### src/rtl/food_ctrl.sv
// Food-placement controller: samples candidate points, checks them against the snake body,
// then holds the accepted food square and drives a registered per-pixel food flag.
module food_ctrl #(
  parameter int FOOD_SIZE = 10,
  parameter int MAX_RETRY = 8
) (
  input  logic       clk_vga,
  input  logic       rst,
  input  logic [9:0] rand_x,
  input  logic [9:0] rand_y,
  input  logic       eat,
  output logic       chk_req,
  output logic [9:0] chk_x,
  output logic [9:0] chk_y,
  input  logic       chk_ack,
  input  logic       chk_hit,
  input  logic [9:0] pix_x,
  input  logic [9:0] pix_y,
  output logic [9:0] food_x,
  output logic [9:0] food_y,
  output logic       food_valid,
  output logic       food_pix,
  output logic [7:0] spawn_cnt
);

  // Query handshake: chk_req rises in CHECK and holds with chk_x/chk_y stable until
  // the cycle chk_ack is high; chk_hit is only meaningful in that same cycle.

  typedef enum logic [2:0] {
    S_INIT   = 3'd0,
    S_SAMPLE = 3'd1,
    S_CHECK  = 3'd2,
    S_PLACE  = 3'd3,
    S_HOLD   = 3'd4
  } state_t;

  localparam logic [7:0]  MAX_RETRY_W = 8'(MAX_RETRY);
  localparam logic [10:0] FOOD_SIZE_W = 11'(FOOD_SIZE);
  localparam logic [9:0]  FOOD_X_RST  = 10'd320;
  localparam logic [9:0]  FOOD_Y_RST  = 10'd240;

  state_t     state;
  state_t     state_next;
  logic [7:0] retry_cnt;
  logic [9:0] cand_x;
  logic [9:0] cand_y;
  logic [10:0] x_end;
  logic [10:0] y_end;
  logic       in_x;
  logic       in_y;

  always_ff @(posedge clk_vga or posedge rst) begin
    if (rst) state <= S_INIT;
    else     state <= state_next;
  end

  always_comb begin
    state_next = state;
    case (state)
      S_INIT:   state_next = S_SAMPLE;
      S_SAMPLE: state_next = S_CHECK;
      S_CHECK: begin
        if (chk_ack) begin
          // A hit on the last allowed candidate still places it.
          if (chk_hit && (retry_cnt < MAX_RETRY_W)) state_next = S_SAMPLE;
          else                                      state_next = S_PLACE;
        end
      end
      S_PLACE:  state_next = S_HOLD;
      S_HOLD:   if (eat) state_next = S_SAMPLE;
      default:  state_next = S_INIT;
    endcase
  end

  always_comb begin
    chk_req    = 1'b0;
    food_valid = 1'b0;
    case (state)
      S_CHECK: chk_req    = 1'b1;
      S_HOLD:  food_valid = 1'b1;
      default: ;
    endcase
  end

  assign chk_x = cand_x;
  assign chk_y = cand_y;

  always_ff @(posedge clk_vga or posedge rst) begin
    if (rst) begin
      cand_x    <= '0;
      cand_y    <= '0;
      retry_cnt <= '0;
      food_x    <= FOOD_X_RST;
      food_y    <= FOOD_Y_RST;
      spawn_cnt <= '0;
    end else begin
      if (state == S_SAMPLE) begin
        cand_x    <= rand_x;
        cand_y    <= rand_y;
        retry_cnt <= retry_cnt + 8'd1;
      end
      if (state == S_PLACE) begin
        food_x    <= cand_x;
        food_y    <= cand_y;
        spawn_cnt <= spawn_cnt + 8'd1;
        retry_cnt <= '0;
      end
    end
  end

  // 11-bit end coordinates so a square near the right/bottom edge never wraps to 0.
  assign x_end = {1'b0, food_x} + FOOD_SIZE_W;
  assign y_end = {1'b0, food_y} + FOOD_SIZE_W;
  assign in_x  = (pix_x >= food_x) && ({1'b0, pix_x} < x_end);
  assign in_y  = (pix_y >= food_y) && ({1'b0, pix_y} < y_end);

  always_ff @(posedge clk_vga or posedge rst) begin
    if (rst) food_pix <= 1'b0;
    else     food_pix <= food_valid & in_x & in_y;
  end

endmodule

### config.mk
export PLATFORM = sky130hd
export DESIGN_NAME = food_ctrl
export DESIGN_NICKNAME = d
export VERILOG_FILES = /design/src/rtl/food_ctrl.sv
export SDC_FILE = /design/constraint.sdc
export NUM_CORES = 1
export LEC_CHECK = 0
export ABC_AREA = 1
export BUFFER_PORTS_ARGS = -buffer_cell sky130_fd_sc_hd__buf_2
export CORE_AREA = 10 10 69 128
export CTS_BUF_LIST = sky130_fd_sc_hd__clkbuf_4
export CTS_CLUSTER_DIAMETER = 100
export DETAILED_ROUTE_END_ITERATION = 8
export DIE_AREA = 0 0 79 138
export GPL_TIMING_DRIVEN = 0
export PLACE_DENSITY = 0.81
export SLEW_MARGIN = 10
export SYNTH_ARGS = -nofsm -noshare
export SYNTH_HDL_FRONTEND = slang
export SYNTH_SLANG_ARGS = --single-unit
### constraint.sdc
create_clock -name clk_vga -period 2.6 [get_ports clk_vga]
set_clock_uncertainty 0.15 [all_clocks]
set_input_delay 0.39 -clock clk_vga [delete_from_list [all_inputs] [get_ports clk_vga]]
set_output_delay 0.39 -clock clk_vga [all_outputs]
set_load 0.02 [all_outputs]
==> results.yml, run 1 <==
sta:
  period_minus_slack_ns: 2.34
  hold_viol: 0
  fmax_mhz: 428
  fin_crit_sh_pct: 89.8
  worst_pin_slew_ns: 0.521
  rsz0062_at_grt: "no"
  finalSetupViolations: 0
  drv_slew: 0
  worst_slack_ns: 0.264
  slew_headroom_pct: 65.3
power_and_ir_drop:
  p_per_area_mw_per_mm2: 1150
  power_frac_comb_pct: 50.5
  ir_drop_mv: 0.699
  switching_share_pct: 46.3
  p_int_mw: 2.75
  p_switching_mw: 2.37
  p_leak_nw: 2.46
  p_seq_share_pct: 32.9
  p_clk_share_pct: 16.6
cells_and_area:
  finish.utilization_pct: 64.7
  antenna_cells: 0
  area_growth_pct: 22.6
  layout_commonest_cell: "nand2_1"
  nets: 645
  layout_common_cells: "144 x nand2_1, 100 x buf_2, 54 x dfrtp_1, 49 x inv_1, 42 x ha_1"
  drive_gt1_share_pct: 24.3
  design_area_mm2: 0.00445
  fillers: 659
placed_design:
  portBuffers: 95
  dp_worst_setup_slack_ns: 0.248
  dp_hpwl_um: 7390
  place_congestion: 0.822
  dpl_cell_area_mm2: 0.00424
setup_path:
  end_kind: "flip-flop"
  path_max_fanout: 5
  r2r-start: "food_y[1]"
  crit_end: "food_pix"
  critPathLaunch: "food_y[1]"
  criticalPathCategory: "reg -> reg"
  r2r.worst_path.cells: 13
  setup.worst_path.start_class: "flip-flop"
  worst_r2r_endpoint: "food_pix"
  r2r_slack_ns: 0.26
  cp.arrival_ns: 2.53
  cp.required_ns: 2.79
run:
  maxCapViolations: 0
logic_synthesis:
  ys_seq_area_share_pct: 41.6
  synth_seq_cells: 60
  syn_nets: 535
  yosys_warnings: 0
  synthCells: 448
  synth_cell_type_count: 33
  postSynthAreaPerCell_um2: 8.10
  synth_area_mm2: 0.00363
cts:
  holdBufCountCts: 3
  root_buffer: "clkbuf_4"
  cts.reportedPaths.clkPinSlew_ns: 0.11
  clockBufferDepth: 2
  cts.sinks: 60
  numCtsBuffers: 9
  cts_setup_buffers: 0
  insertion_delay_ns: 0.41
  cts_tree: "done"
  ctsResizeCount: 0
  htreeDepth: 3
floorplan:
  rows: 43
  initial_core_util_pct: 52.7
  die_height_um: 138
  die_x_um: 79
  core_mm2: 0.00689
  die-area_mm2: 0.0109
  io_pins: 96
drt:
  wl_per_cell_um: 13.8
  vias: 3255
  first_pass_iters: 5
  first_iter_violations: 82
  vias_per_cell: 4.98
  remaining_drc_errors: 0
  final_antenna_net_count: 0
  wirelength_um: 8980
grt:
  busiest_layer: "met2"
  met2_usage_pct: 31.7
  gr-total-overflow: 0
  grt.total_usage_pct: 17.0
  grt_pass1_wl_um: 15100
  antenna_found_initial: 0
  grtUsageMet1_pct: 16.6
  grt_pass1_vias: 3260
  grt_max_degree: 39
  met3_usage_pct: 3.96
status:
  status: "complete, no violations"
min_path:
  hp-class: "in -> reg"
  hp-start: "rand_y[2]"
-- power groups by stage --
stage	clock (mW)	sequential, mW	combinational, mW
6_report	0.848	1.68	2.59
3_3_place_gp	0	1.68	2.53
2_1_floorplan	0	2.02	1.42
5_1_grt	0.904	1.73	2.94
4_1_cts	0.860	1.68	2.63
3_5_place_dp	0	1.70	2.61
-- critical path: stages (launching register included) --
cell	delay (ns)
dfrtp_1	0.45
ha_1	0.25
o21ai_0	0.27
nor2_1	0.13
nand2_1	0.09
xor2_1	0.16
ha_1	0.25
nand2_1	0.06
inv_1	0.04
nand3_1	0.09
nor2_1	0.05
nor2_1	0.09
nand3_1	0.09
nor2_1	0.11
-- flip-flops by register name, indices dropped and copies added (netlist names) --
signal and count:
chk_y 10, spawn_cnt 8, food_pix 1, retry_cnt 8
food_x 10, chk_x 10, food_y 10, state 3
-- synthesized netlist by cell type --
| library cell | count | area [um2] |
|---|---|---|
| nand2_1 | 144 | 541 |
| nand2_4 | 1 | 11.3 |
| nor3_1 | 5 | 25.0 |
| nand3_1 | 14 | 70.1 |
| nand4_1 | 5 | 31.3 |
| nand2_2 | 2 | 12.5 |
| xor2_1 | 16 | 140 |
| a21o_1 | 2 | 15.0 |
| buf_4 | 2 | 15.0 |
| nor2_2 | 3 | 18.8 |
| xnor2_1 | 5 | 43.8 |
| ha_1 | 42 | 526 |
| nor2_4 | 1 | 11.3 |
| o211ai_1 | 1 | 7.51 |
| inv_1 | 50 | 188 |
| inv_4 | 1 | 6.26 |
| dfstp_2 | 6 | 158 |
| nor4_1 | 1 | 6.26 |
| inv_2 | 1 | 3.75 |
| nand3_2 | 2 | 20.0 |
| o22ai_1 | 2 | 12.5 |
| o21ai_0 | 33 | 165 |
| nor2_1 | 30 | 113 |
| and3_1 | 1 | 6.26 |
| nand3b_1 | 1 | 7.51 |
| o21a_1 | 2 | 15.0 |
| a21oi_1 | 12 | 60.1 |
| a211oi_1 | 1 | 7.51 |
| dfrtp_1 | 54 | 1350 |
| buf_2 | 5 | 25.0 |
| and3_2 | 1 | 7.51 |
| clkbuf_1 | 1 | 3.75 |
| nor3b_1 | 1 | 7.51 |
-- per-stage QoR --
stage | hold WS (ns) | setup TNS (ns) | total power [mW] | instances
2_1_floorplan | 0.271 | 0 | 3.45 | 448
6_report | 0.0230 | 0 | 5.11 | 653
4_1_cts | 0.000345 | 0 | 5.17 | 653
3_5_place_dp | 0.288 | 0 | 4.31 | 634
3_3_place_gp | 0.301 | -4.12 | 4.20 | 633
5_1_grt | 0.00391 | 0 | 5.58 | 653
-- layer usage --
layer,vias to the layer above,share of wire [%]
met5,-,0
met1,1512,36
met2,64,57
met4,0,2.2
li1,1664,-
met3,15,4.8
-- logic make-up (layout without fill, tap and decap cells) --
group | after synthesis | after routing | share of synthesized area, %
xor gates and xnor gates | 21 | 21 | 5.07
adders and majority gates | 42 | 42 | 14.5
and+or+nand+nor | 212 | 212 | 24.5
buffers and inverters | 60 | 175 | 6.65
AOI/OAI and AO/OA | 53 | 53 | 7.79
DFF | 60 | 60 | 41.6
-- final cells by class --
cell class / instances / area (um2) / share of cell area [%]
Clock buffer: 11 / 82.6 / 1.85
Buffer: 8 / 43.8 / 0.983
Clock inverter: 5 / 101 / 2.28
Inverter: 52 / 198 / 4.44
Sequential cell: 60 / 1510 / 33.9
Timing Repair Buffer: 99 / 526 / 11.8
Multi-Input combinational cell: 328 / 1880 / 42.2
Tap cell: 90 / 113 / 2.53
-- worst min-delay path by stage --
| stage | end | slack, ns | depth (start not counted) |
|---|---|---|---|
| final | chk_y[2] | 0.02 | 3 |
| after global routing | chk_y[5] | 0.004 | 3 |
| after CTS | chk_y[7] | 0.0003 | 3 |
| after detailed placement | state[0] | 0.29 | 1 |
| after global placement | state[0] | 0.30 | 1 |
| after floorplan | state[0] | 0.27 | 1 |
(Power assumes the default switching activity.)
==> run 2, diff against run 1 <==
--- a/config.mk
+++ b/config.mk
@@ -12,7 +12,7 @@
 export CTS_CLUSTER_DIAMETER = 100
 export DETAILED_ROUTE_END_ITERATION = 8
 export DIE_AREA = 0 0 79 138
-export GPL_TIMING_DRIVEN = 0
+export GPL_ROUTABILITY_DRIVEN = 0
 export PLACE_DENSITY = 0.81
 export SLEW_MARGIN = 10
 export SYNTH_ARGS = -nofsm -noshare
==> run 2 against run 1 <==
Worst hold slack gained 0.0040 ns. Clock power shrank 17%. Fmax grew 4.2%. Sequential share of layout area grew 0.67 points. First-iteration DRC count grew 51%. Register-to-register slack gained 0.09 ns. Clock-buffer cell count shrank 2. Critical path type unchanged. Critical endpoint unchanged. Largest cell class unchanged. Highest routed layer unchanged.
==> results.yml, run 2 (synthesis results as in run 1) <==
status:
  status: "complete, no violations"
grt:
  grt_pass1_wl_um: 14800
  grt.total_usage_pct: 16.8
  gr-total-overflow: 0
  antenna_found_initial: 0
  grt_max_degree: 30
  grt_pass1_vias: 3363
placed_design:
  dp_worst_setup_slack_ns: 0.343
  dp_hpwl_um: 7450
  portBuffers: 95
  dpl_cell_area_mm2: 0.00421
  dp_cells: 629
floorplan:
  die_height_um: 138
  io_pins: 96
  rows: 43
  die-area_mm2: 0.0109
  core_mm2: 0.00689
  die_x_um: 79
  initial_core_util_pct: 52.7
cells_and_area:
  ff_latch_area_mm2: 0.00151
  multiInputGateArea_mm2: 0.00188
  nets: 638
  antenna_cells: 0
  fillers: 672
  finish.utilization_pct: 63.4
  layout_commonest_cell: "nand2_1"
  area_growth_pct: 20.3
  stdcell_count: 646
  drive_gt1_share_pct: 23.7
  layout_common_cells: "144 x nand2_1, 95 x buf_2, 54 x dfrtp_1, 49 x inv_1, 42 x ha_1"
  design_area_mm2: 0.00437
cts:
  cts.sinks: 60
  insertion_delay_ns: 0.40
  root_buffer: "clkbuf_4"
  htreeDepth: 3
  clockBufferDepth: 2
  cts_setup_buffers: 0
  cts_tree: "done"
  cts.reportedPaths.clkPinSlew_ns: 0.10
  numCtsBuffers: 9
sta:
  setup_tns_ns: 0
  drv_slew: 0
  finalSetupViolations: 0
  fmax_mhz: 446
  period_minus_slack_ns: 2.24
  fin_crit_sh_pct: 86.2
  slew_headroom_pct: 68.5
  rsz0062_at_grt: "no"
  hold_viol: 0
  hold_slack_ns: 0.0270
  worst_slack_ns: 0.358
  worst_pin_slew_ns: 0.472
min_path:
  hp-start: "rand_y[3]"
  holdPathStages: 3
  holdPathEnd: "chk_y[3]"
  hp-class: "in -> reg"
setup_path:
  critPathLaunch: "food_y[1]"
  criticalPathCategory: "reg -> reg"
  path_max_fanout: 5
  r2r-start: "food_y[1]"
  worst_r2r_endpoint: "food_pix"
  end_kind: "flip-flop"
  r2r_slack_ns: 0.36
  cp.required_ns: 2.80
  setup.worst_path.start_class: "flip-flop"
  cp.arrival_ns: 2.44
  r2r.worst_path.cells: 13
run:
  maxCapViolations: 0
drt:
  wirelength_um: 8960
  first_iter_violations: 124
  first_pass_iters: 5
  final_antenna_net_count: 0
  remaining_drc_errors: 0
  wl_per_cell_um: 13.9
  vias: 3250
  vias_per_cell: 5.03
power_and_ir_drop:
  ir_drop_mv: 0.775
  p_per_area_mw_per_mm2: 1130
  p_int_mw: 2.59
  p_leak_nw: 2.42
  power_frac_comb_pct: 51.5
  p_seq_share_pct: 34.2
  switching_share_pct: 47.5
  p_clk_share_pct: 14.3
  p_switching_mw: 2.34
  p_total_mw: 4.93
-- run 2: changes by cell type in the layout (fill, tap and decap cells not counted), moves of 2 or more --
cell / previous run / this run
buf_2: 100 / 95
clkinv_1: 1 / 3
dlygate4sd3_1: 3 / 1
clkinv_2: 0 / 2
buf_4: 2 / 4
clkbuf_4: 11 / 9
-- run 2: power by group through the flow --
stage               clock network, mW  registers [mW]  logic [mW]
floorplan                           0            2.02        1.42
global placement                    0            1.68        2.48
detailed placement                  0            1.70        2.58
CTS                             0.723            1.68        2.59
global route                    0.756            1.74        2.90
finish                          0.705            1.68        2.54
-- run 2: timing repair --
| action | in CTS | in global routing |
|---|---|---|
| endpoints found under the setup margin | 0 | 0 |
| endpoints found under the hold margin | 19 | 0 |
| hold buffers | 1 | 0 |
| gates resized for setup | 0 | 0 |
-- run 2: worst max-delay path by stage --
stage | endpoint
floorplan | food_pix
global placement | food_pix
detailed placement | food_pix
CTS | food_pix
global route | food_pix
finish | food_pix
-- run 2: worst max-delay path, cell delays in order, from the launching register on --
cell	delay, ns
dfrtp_1	0.43
ha_1	0.24
o21ai_0	0.25
nor2_1	0.10
nand2_1	0.08
xor2_1	0.17
ha_1	0.25
nand2_1	0.06
inv_1	0.04
nand3_1	0.09
nor2_1	0.05
nor2_1	0.09
nand3_1	0.09
nor2_1	0.10
-- run 2: final cells by class --
cell class,instances,area share [%]
Tap cell,90,2.58
Sequential cell,60,34.6
Clock buffer,9,1.55
Clock inverter,7,1.86
Inverter,52,4.53
Timing Repair Buffer,100,11.8
Multi-Input combinational cell,328,43.1
-- run 2: routing by layer --
metal  wire [um]  global-route usage [%]
met2        4980                    30.8
met1        3230                    15.9
met4         284                    8.74
met5           0                       0
met3         462                    4.74
